$ cat src/rtl/adc_trig_capture_if.sv
// adc_trig_capture_if -- valid/ready stream carrying captured ADC samples
// with first/last window markers, from the capture stage toward the packetizer.
interface adc_trig_capture_if #(
   parameter int P_WIDTH = 12
);
   logic [P_WIDTH-1:0] out_data;
   logic               out_first;
   logic               out_last;
   logic               out_valid;
   logic               out_ready;

   modport master (
      output out_data, out_first, out_last, out_valid,
      input  out_ready
   );

   modport slave (
      input  out_data, out_first, out_last, out_valid,
      output out_ready
   );
endinterface

$ cat src/rtl/adc_trig_capture.sv
// adc_trig_capture -- threshold-triggered window capture of the delayed ADC
// stream. A rising crossing on the live stream starts a P_LEN-sample window
// taken from the delayed stream, buffered in a FIFO and drained over a
// valid/ready stream.
// Optional feature: define ADC_TRIG_SELF_REARM_EN to re-arm automatically
// after the holdoff period instead of returning to IDLE.
module adc_trig_capture #(
   parameter int P_WIDTH   = 12,
   parameter int P_LEN     = 16,
   parameter int P_HOLDOFF = 8,
   parameter int P_FIFO_AW = 5
) (
   input  logic               clk,
   input  logic               rst_n,
   input  logic [P_WIDTH-1:0] live_in,
   input  logic [P_WIDTH-1:0] dly_in,
   input  logic [P_WIDTH-1:0] thresh,
   input  logic               arm,
   adc_trig_capture_if.master out_if,
   output logic               busy,
   output logic               armed,
   output logic               ovf,
   output logic [15:0]        trig_cnt
);

   localparam int DEPTH = 2 ** P_FIFO_AW;
   localparam int FW    = P_WIDTH + 2;   // {first, last, data}

   localparam logic [7:0]         LAST_IDX  = 8'(P_LEN - 1);
   localparam logic [7:0]         HOLD_LAST = (P_HOLDOFF > 0) ? 8'(P_HOLDOFF - 1) : 8'd0;
   localparam logic [P_FIFO_AW:0] FULL_CNT  = (P_FIFO_AW + 1)'(DEPTH);
   localparam logic [P_FIFO_AW:0] CNT_ONE   = (P_FIFO_AW + 1)'(1);
   localparam logic [P_FIFO_AW-1:0] PTR_ONE = P_FIFO_AW'(1);

   typedef enum logic [1:0] {
      S_IDLE,
      S_ARMED,
      S_CAPTURE,
      S_HOLDOFF
   } state_t;

`ifdef ADC_TRIG_SELF_REARM_EN
   localparam state_t DONE_STATE = S_ARMED;
`else
   localparam state_t DONE_STATE = S_IDLE;
`endif

   state_t             state;
   logic [P_WIDTH-1:0] prev_live;
   logic [7:0]         cap_idx;
   logic [7:0]         hold_cnt;

   logic               crossing;
   logic               wr_req;
   logic [FW-1:0]      wr_word;
   logic               wr_ok;
   logic               rd_xfer;
   logic               load_out;
   logic               fifo_full;

   logic [FW-1:0]        mem [DEPTH];
   logic [P_FIFO_AW-1:0] wr_ptr;
   logic [P_FIFO_AW-1:0] rd_ptr;
   logic [P_FIFO_AW:0]   mem_cnt;
   logic [P_FIFO_AW:0]   total_cnt;
   logic [FW-1:0]        out_word_q;
   logic                 out_valid_q;

   // Previous live sample, kept in every state so crossings are edge-detected.
   // NOTE: sequential state uses non-blocking assignments so every register
   // samples the pre-edge values of its neighbours.
   always_ff @(posedge clk or negedge rst_n) begin
      if (!rst_n) prev_live <= '0;
      else        prev_live <= live_in;
   end

   // Crossing detect and selection of the word to be written this cycle.
   // NOTE: every signal gets a default first so no path leaves it unassigned
   // and no latch is inferred.
   always_comb begin
      crossing = (prev_live < thresh) && (live_in >= thresh);
      wr_req   = 1'b0;
      wr_word  = '0;
      if (state == S_ARMED && crossing) begin
         wr_req  = 1'b1;
         wr_word = {1'b1, 1'b0, dly_in};
      end else if (state == S_CAPTURE) begin
         wr_req  = 1'b1;
         wr_word = {1'b0, (cap_idx == LAST_IDX), dly_in};
      end
   end

   // Occupancy counts the output register too, so the FIFO holds exactly
   // DEPTH words; a consumer read in the same cycle frees a slot for a write.
   assign total_cnt = mem_cnt + {{P_FIFO_AW{1'b0}}, out_valid_q};
   assign fifo_full = (total_cnt == FULL_CNT);
   assign rd_xfer   = out_valid_q && out_if.out_ready;
   assign wr_ok     = wr_req && (!fifo_full || rd_xfer);
   assign load_out  = (mem_cnt != '0) && (!out_valid_q || out_if.out_ready);

   // Control FSM with registered status outputs, trigger counter and sticky overflow.
   always_ff @(posedge clk or negedge rst_n) begin
      if (!rst_n) begin
         state    <= S_IDLE;
         cap_idx  <= '0;
         hold_cnt <= '0;
         busy     <= 1'b0;
         armed    <= 1'b0;
         ovf      <= 1'b0;
         trig_cnt <= '0;
      end else begin
         if (wr_req && !wr_ok) ovf <= 1'b1;
         unique case (state)
            S_IDLE: begin
               if (arm) begin
                  state <= S_ARMED;
                  armed <= 1'b1;
                  ovf   <= 1'b0;
               end
            end
            S_ARMED: begin
               if (crossing) begin
                  state   <= S_CAPTURE;
                  armed   <= 1'b0;
                  busy    <= 1'b1;
                  cap_idx <= 8'd1;   // word 0 was written on the trigger cycle
                  if (trig_cnt != 16'hFFFF) trig_cnt <= trig_cnt + 16'd1;
               end
            end
            S_CAPTURE: begin
               if (cap_idx == LAST_IDX) begin
                  if (P_HOLDOFF == 0) begin
                     state <= DONE_STATE;
                     busy  <= 1'b0;
                     armed <= (DONE_STATE == S_ARMED);
                  end else begin
                     state    <= S_HOLDOFF;
                     hold_cnt <= '0;
                  end
               end else begin
                  cap_idx <= cap_idx + 8'd1;
               end
            end
            S_HOLDOFF: begin
               if (hold_cnt == HOLD_LAST) begin
                  state <= DONE_STATE;
                  busy  <= 1'b0;
                  armed <= (DONE_STATE == S_ARMED);
               end else begin
                  hold_cnt <= hold_cnt + 8'd1;
               end
            end
            default: state <= S_IDLE;
         endcase
      end
   end

   // FIFO storage array, written only when a slot is available.
   // NOTE: the array has no reset; only pointers and counts are reset, which
   // empties the FIFO without clearing every entry.
   always_ff @(posedge clk) begin
      if (wr_ok) mem[wr_ptr] <= wr_word;
   end

   // FIFO pointers and stored-word count.
   always_ff @(posedge clk or negedge rst_n) begin
      if (!rst_n) begin
         wr_ptr  <= '0;
         rd_ptr  <= '0;
         mem_cnt <= '0;
      end else begin
         if (wr_ok)    wr_ptr <= wr_ptr + PTR_ONE;
         if (load_out) rd_ptr <= rd_ptr + PTR_ONE;
         unique case ({wr_ok, load_out})
            2'b10:   mem_cnt <= mem_cnt + CNT_ONE;
            2'b01:   mem_cnt <= mem_cnt - CNT_ONE;
            default: mem_cnt <= mem_cnt;
         endcase
      end
   end

   // Output register: refills whenever empty or being consumed; holds while stalled.
   always_ff @(posedge clk or negedge rst_n) begin
      if (!rst_n) begin
         out_word_q  <= '0;
         out_valid_q <= 1'b0;
      end else if (load_out) begin
         out_word_q  <= mem[rd_ptr];
         out_valid_q <= 1'b1;
      end else if (rd_xfer) begin
         out_valid_q <= 1'b0;
      end
   end

   assign out_if.out_data  = out_word_q[P_WIDTH-1:0];
   assign out_if.out_last  = out_word_q[FW-2];
   assign out_if.out_first = out_word_q[FW-1];
   assign out_if.out_valid = out_valid_q;

endmodule

$ cat src/flat_wrapper.sv
// flat-port wrapper written by rule: the top's interface ports become plain ports
module adc_trig_capture_flat 
#(
   parameter int P_WIDTH   = 12,
   parameter int P_LEN     = 16,
   parameter int P_HOLDOFF = 8,
   parameter int P_FIFO_AW = 5
)
  (clk, rst_n, live_in, dly_in, thresh, arm, busy, armed, ovf, trig_cnt, out_if_out_data, out_if_out_first, out_if_out_last, out_if_out_valid, out_if_out_ready);
  adc_trig_capture_if #(.P_WIDTH(P_WIDTH)) out_if_i ();
  input  logic clk;
  input  logic rst_n;
  input  logic [P_WIDTH-1:0] live_in;
  input  logic [P_WIDTH-1:0] dly_in;
  input  logic [P_WIDTH-1:0] thresh;
  input  logic arm;
  output logic busy;
  output logic armed;
  output logic ovf;
  output logic [15:0] trig_cnt;
  output wire logic [$bits(out_if_i.out_data)-1:0] out_if_out_data;
  output wire logic [$bits(out_if_i.out_first)-1:0] out_if_out_first;
  output wire logic [$bits(out_if_i.out_last)-1:0] out_if_out_last;
  output wire logic [$bits(out_if_i.out_valid)-1:0] out_if_out_valid;
  input wire logic [$bits(out_if_i.out_ready)-1:0] out_if_out_ready;
  assign out_if_out_data = out_if_i.out_data;
  assign out_if_out_first = out_if_i.out_first;
  assign out_if_out_last = out_if_i.out_last;
  assign out_if_out_valid = out_if_i.out_valid;
  assign out_if_i.out_ready = out_if_out_ready;
  adc_trig_capture #(.P_WIDTH(P_WIDTH), .P_LEN(P_LEN), .P_HOLDOFF(P_HOLDOFF), .P_FIFO_AW(P_FIFO_AW)) u_core (.clk(clk), .rst_n(rst_n), .live_in(live_in), .dly_in(dly_in), .thresh(thresh), .arm(arm), .out_if(out_if_i), .busy(busy), .armed(armed), .ovf(ovf), .trig_cnt(trig_cnt));
endmodule
$ cat config.mk
export PLATFORM = sky130hd
export DESIGN_NAME = adc_trig_capture_flat
export DESIGN_NICKNAME = d
export VERILOG_FILES = /design/src/rtl/adc_trig_capture_if.sv /design/src/rtl/adc_trig_capture.sv /design/src/flat_wrapper.sv
export SDC_FILE = /design/constraint.sdc
export NUM_CORES = 1
export LEC_CHECK = 0
export BUFFER_PORTS_ARGS = -buffer_cell sky130_fd_sc_hd__buf_2
export CAP_MARGIN = 20
export CORE_MARGIN = 1.5
export CORE_UTILIZATION = 40
export CTS_CLUSTER_DIAMETER = 60
export DETAILED_ROUTE_END_ITERATION = 8
export GPL_TIMING_DRIVEN = 0
export HOLD_SLACK_MARGIN = 0.06
export PLACE_DENSITY = 0.61
export SYNTH_ARGS = -nofsm -noshare
export SYNTH_HDL_FRONTEND = slang
export SYNTH_SLANG_ARGS = --single-unit
$ cat constraint.sdc
create_clock -name clk -period 6.5 [get_ports clk]
set_input_delay 0.325 -clock clk [delete_from_list [all_inputs] [get_ports clk]]
set_output_delay 0.325 -clock clk [all_outputs]
set_load 0.1 [all_outputs]
==> impl_metrics.csv <==
group,metric,value,unit
run_status,run_status,"finished, final reports clean",
sta,timing.final.setup_violations,0,
worst_setup_path,critical_path_class,"reg2reg",
detailed_routing,dr_total_vias,11100,
clock_network,cts-resized-gates,0,
sta,timing.slew.headroom,34.6,%
global_routing,grt_first_pass_wirelength,74500,µm
global_routing,grt_usage,18.3,%
global_routing,grt_antenna_before_repair,2,
sta,timing.final.crit_period,3.88,ns
clock_network,insertion_delay,0.62,ns
power,power.total,11.2,mW
yosys,synthesis.yosys.warnings,0,
detailed_routing,antenna_left,0,
min_path,hold_crit_class,"in2async",
floorplanning,chipWidth,235,µm
cells_and_area,areaGrowthSynthToFinish,17.2,%
power,max-vdd-ir-drop,254,µV
clock_network,cts_buffers,54,
placement,dpl_worst_slack,2.51,ns
detailed_routing,drc_marker_count_from_the_first_detailed_route_iteration,1083,
worst_setup_path,crit_path_frequent_cell,"sky130_fd_sc_hd__a21oi_1",
detailed_routing,route.detailed.wl_per_inst,24.3,µm
clock_network,post_cts_hold_buffer_count,15,
floorplanning,placeableCoreArea,52900,µm²
detailed_routing,drt-total-wl,49400,µm
clock_network,clk_transition_reported_paths,0.06,ns
worst_setup_path,startpoint_type,"flip-flop",
sta,grt_setup_unrepaired,"false",
worst_setup_path,critPathTopFamily,"simple AND/OR/NAND/NOR gates",
sta,fin_worst_hold_slack,0.219,ns
global_routing,pin_count_of_the_biggest_net_entering_global_routing,48,
power,swShare,34.6,%
sta,timing_max_transition_violations_final,0,
sta,least_margin_pin_slew,0.981,ns
cells_and_area,postLayoutCoreUtil,47.7,%
power,total_leakage_power,8.78,nW
power,power_density,445,nW/µm²
floorplanning,fp.dieArea,55200,µm²
sta,final-hold-violation-count,0,
clock_network,cts.htree.levels,2,
sta,achievable-frequency,258,MHz
detailed_routing,router_iterations_before_antenna_repair,5,
sta,clock_skew,0.0194,ns
cells_and_area,multiInputGateArea,5740,µm²
power,clkPwrFrac,25.8,%
cells_and_area,finalNonFillerCells,2036,
floorplanning,floorplan.initialDensity,40.7,%
clock_network,tritoncts_clock_tree,"yes",
cells_and_area,fraction_of_layout_instances_using_a_drive_strength_above_1,27.6,%
yosys,synth_cells,1117,
cells_and_area,seq_area,15500,µm²
power,total_switching_power,3.89,mW
global_routing,grt_overflow_total,0,
placement,place.gp.congestion,0.802,
yosys,synth_cell_area,21500,µm²
cells_and_area,insertedDiodeCount,0,
clock_network,cts_post_setup_buffers_inserted,0,
worst_setup_path,slowest_delay,0.84,ns
clock_network,clock_tree.buffer_depth,3,
yosys,yosysSeqAreaShare,71.8,%
flow_run,drv_cap,0,
placement,dp_hpwl,34600,µm
placement,placed_cells,1919,
floorplanning,rows,84,
worst_setup_path,critical_path_buf_inv_count,2,
yosys,synthesis.area_per_instance,19.3,µm²
power,cellInternalPower,7.33,mW
worst_setup_path,cells_traversed_along_the_worst_timing_path,"ha_1 -> a21oi_1 -> o21ai_0 -> a21oi_1 -> a31o_1 -> buf_2 -> nand3_1 -> nor2_1 -> buf_6",
cells_and_area,net_count_final,1388,
yosys,synth_flop_cell,"sky130_fd_sc_hd__edfxtp_1",
worst_setup_path,critPathMaxFanout,10,
worst_setup_path,worst-endpoint-required,6.82,ns
global_routing,first_global_vias,11400,
cells_and_area,postLayoutCellArea,25200,µm²
placement,placement.io_buffers,73,
yosys,synth_nets,1201,
power,power.combinational.fraction,35.2,%
floorplanning,boundaryPins,74,
cells_and_area,final_common_cell,"sky130_fd_sc_hd__edfxtp_1",
sta,totalNegativeSetupSlack,0,ns
yosys,postSynth.asyncResetShare,15.2,%
detailed_routing,drcViolationCount,0,
placement,placement.cell_area,23400,µm²
clock_network,clock-sinks,528,
floorplanning,die_h,235,µm
worst_setup_path,crit_path_top_delay_cell,"sky130_fd_sc_hd__nor2_1",
worst_setup_path,critPathCaptureType,"flip-flop",
yosys,edff_count_synth,448,
clock_network,root_buffer,"sky130_fd_sc_hd__clkbuf_16",
cells_and_area,num-fill-cells,4341,
worst_setup_path,critPathArrivalTime,4.20,ns
yosys,ys_ff_latch,528,
sta,final_critical_path_setup_slack,2.62,ns
power,power_frac_seq,39.0,%
yosys,yosys.cell_types.count,61,
detailed_routing,detail_route.vias_per_cell,5.45,
cells_and_area,mostFrequentLayoutCells,"448 x sky130_fd_sc_hd__edfxtp_1, 140 x sky130_fd_sc_hd__mux4_2, 80 x sky130_fd_sc_hd__dfrtp_1, 79 x sky130_fd_sc_hd__buf_2, 54 x sky130_fd_sc_hd__clkbuf_16",
sta,finalCritPeriodShare,59.7,%
worst reg2reg max path, cell delays in order (launching register included):
cell                      delay, ns
sky130_fd_sc_hd__dfrtp_1       0.37
sky130_fd_sc_hd__ha_1          0.28
sky130_fd_sc_hd__a21oi_1       0.19
sky130_fd_sc_hd__o21ai_0       0.11
sky130_fd_sc_hd__a21oi_1       0.51
sky130_fd_sc_hd__a31o_1        0.31
sky130_fd_sc_hd__buf_2         0.25
sky130_fd_sc_hd__nand3_1       0.48
sky130_fd_sc_hd__nor2_1        0.84
sky130_fd_sc_hd__buf_6         0.24
cell families after synthesis:
| logic type | count (synthesis) | synth area share [%] |
|---|---|---|
| adders and majority gates | 44 | 2.59 |
| AOI/OAI and AO/OA | 83 | 2.51 |
| DFF | 528 | 71.8 |
| and+or+nand+nor | 189 | 4.42 |
| buffers and inverters | 80 | 1.71 |
| muxes | 160 | 15.6 |
| xor gates and xnor gates | 33 | 1.34 |
flip-flops by register name (all words and copies together) (netlist names):
register / cells
u_core.armed: 1
u_core.busy: 1
u_core.cap_idx: 8
u_core.hold_cnt: 8
u_core.mem: 448
u_core.mem_cnt: 6
u_core.out_if.out_valid: 1
u_core.out_word_q: 14
u_core.ovf: 1
u_core.prev_live: 12
u_core.rd_ptr: 5
u_core.state: 2
u_core.trig_cnt: 16
u_core.wr_ptr: 5
synthesized netlist by cell type (4+ instances only):
cell / count / area [µm²]
sky130_fd_sc_hd__ha_1: 43 / 538
sky130_fd_sc_hd__xor2_1: 16 / 140
sky130_fd_sc_hd__xnor2_1: 17 / 149
sky130_fd_sc_hd__nor4b_1: 4 / 35.0
sky130_fd_sc_hd__mux2i_1: 15 / 150
sky130_fd_sc_hd__mux4_2: 140 / 3150
sky130_fd_sc_hd__and2_1: 14 / 87.6
sky130_fd_sc_hd__dfrtp_1: 80 / 2000
sky130_fd_sc_hd__o31ai_1: 5 / 37.5
sky130_fd_sc_hd__edfxtp_1: 448 / 13500
sky130_fd_sc_hd__o21ai_0: 14 / 70.1
sky130_fd_sc_hd__a21oi_1: 32 / 160
sky130_fd_sc_hd__nand3_1: 21 / 105
sky130_fd_sc_hd__or4_1: 5 / 37.5
sky130_fd_sc_hd__and3_1: 7 / 43.8
sky130_fd_sc_hd__nand2_1: 37 / 139
sky130_fd_sc_hd__o21ai_1: 6 / 30.0
sky130_fd_sc_hd__nor2_1: 68 / 255
sky130_fd_sc_hd__nand4_1: 7 / 43.8
sky130_fd_sc_hd__buf_2: 7 / 35.0
sky130_fd_sc_hd__inv_1: 34 / 128
sky130_fd_sc_hd__buf_6: 8 / 90.1
sky130_fd_sc_hd__clkbuf_1: 28 / 105
worst paths after layout:
| check | from | end | slack (ns) | depth (start not counted) |
|---|---|---|---|---|
| max | u_core.prev_live[11] | u_core.mem[17][5] | 2.62 | 9 |
| min | rst_n | u_core.prev_live[3] | 0.22 | 2 |
| max reg2reg | u_core.prev_live[11] | u_core.mem[17][5] | 2.62 | 9 |
| min reg2reg | u_core.trig_cnt[5] | u_core.trig_cnt[5] | 0.49 | 1 |
| max in group asynchronous | rst_n | u_core.rd_ptr[2] | 5.66 | 3 |
| min in group clk | dly_in[11] | u_core.mem[23][11] | 0.28 | 2 |
area by class of cell:
cell class | count | share of cell area [%]
clock inverters | 26 | 0.764
flip-flops and latches | 528 | 61.3
plain buffers | 46 | 0.957
well taps | 688 | 3.41
clock buffers | 74 | 5.69
inverters | 34 | 0.506
repair buffers | 131 | 4.66
multi-input cells | 509 | 22.8
routing by layer:
layer  vias to the layer above  part of all wire (%)  global-route usage (%)
li1                       4860                     -                       -
met4                         4                   2.8                    6.61
met2                       371                    48                    28.8
met1                      5773                    42                    25.4
met3                        82                   7.4                    3.64
met5                         -                 0.055                       0
power by group through the flow:
| stage | Combinational, mW | Clock, mW | Sequential, mW |
|---|---|---|---|
| floorplan | 2.23 | 0 | 4.82 |
| global placement | 3.71 | 0 | 4.44 |
| detailed placement | 3.93 | 0 | 4.44 |
| CTS | 3.95 | 2.96 | 4.38 |
| global route | 4.20 | 3.09 | 4.40 |
| finish | 3.94 | 2.90 | 4.37 |
(Power assumes the default switching activity.)
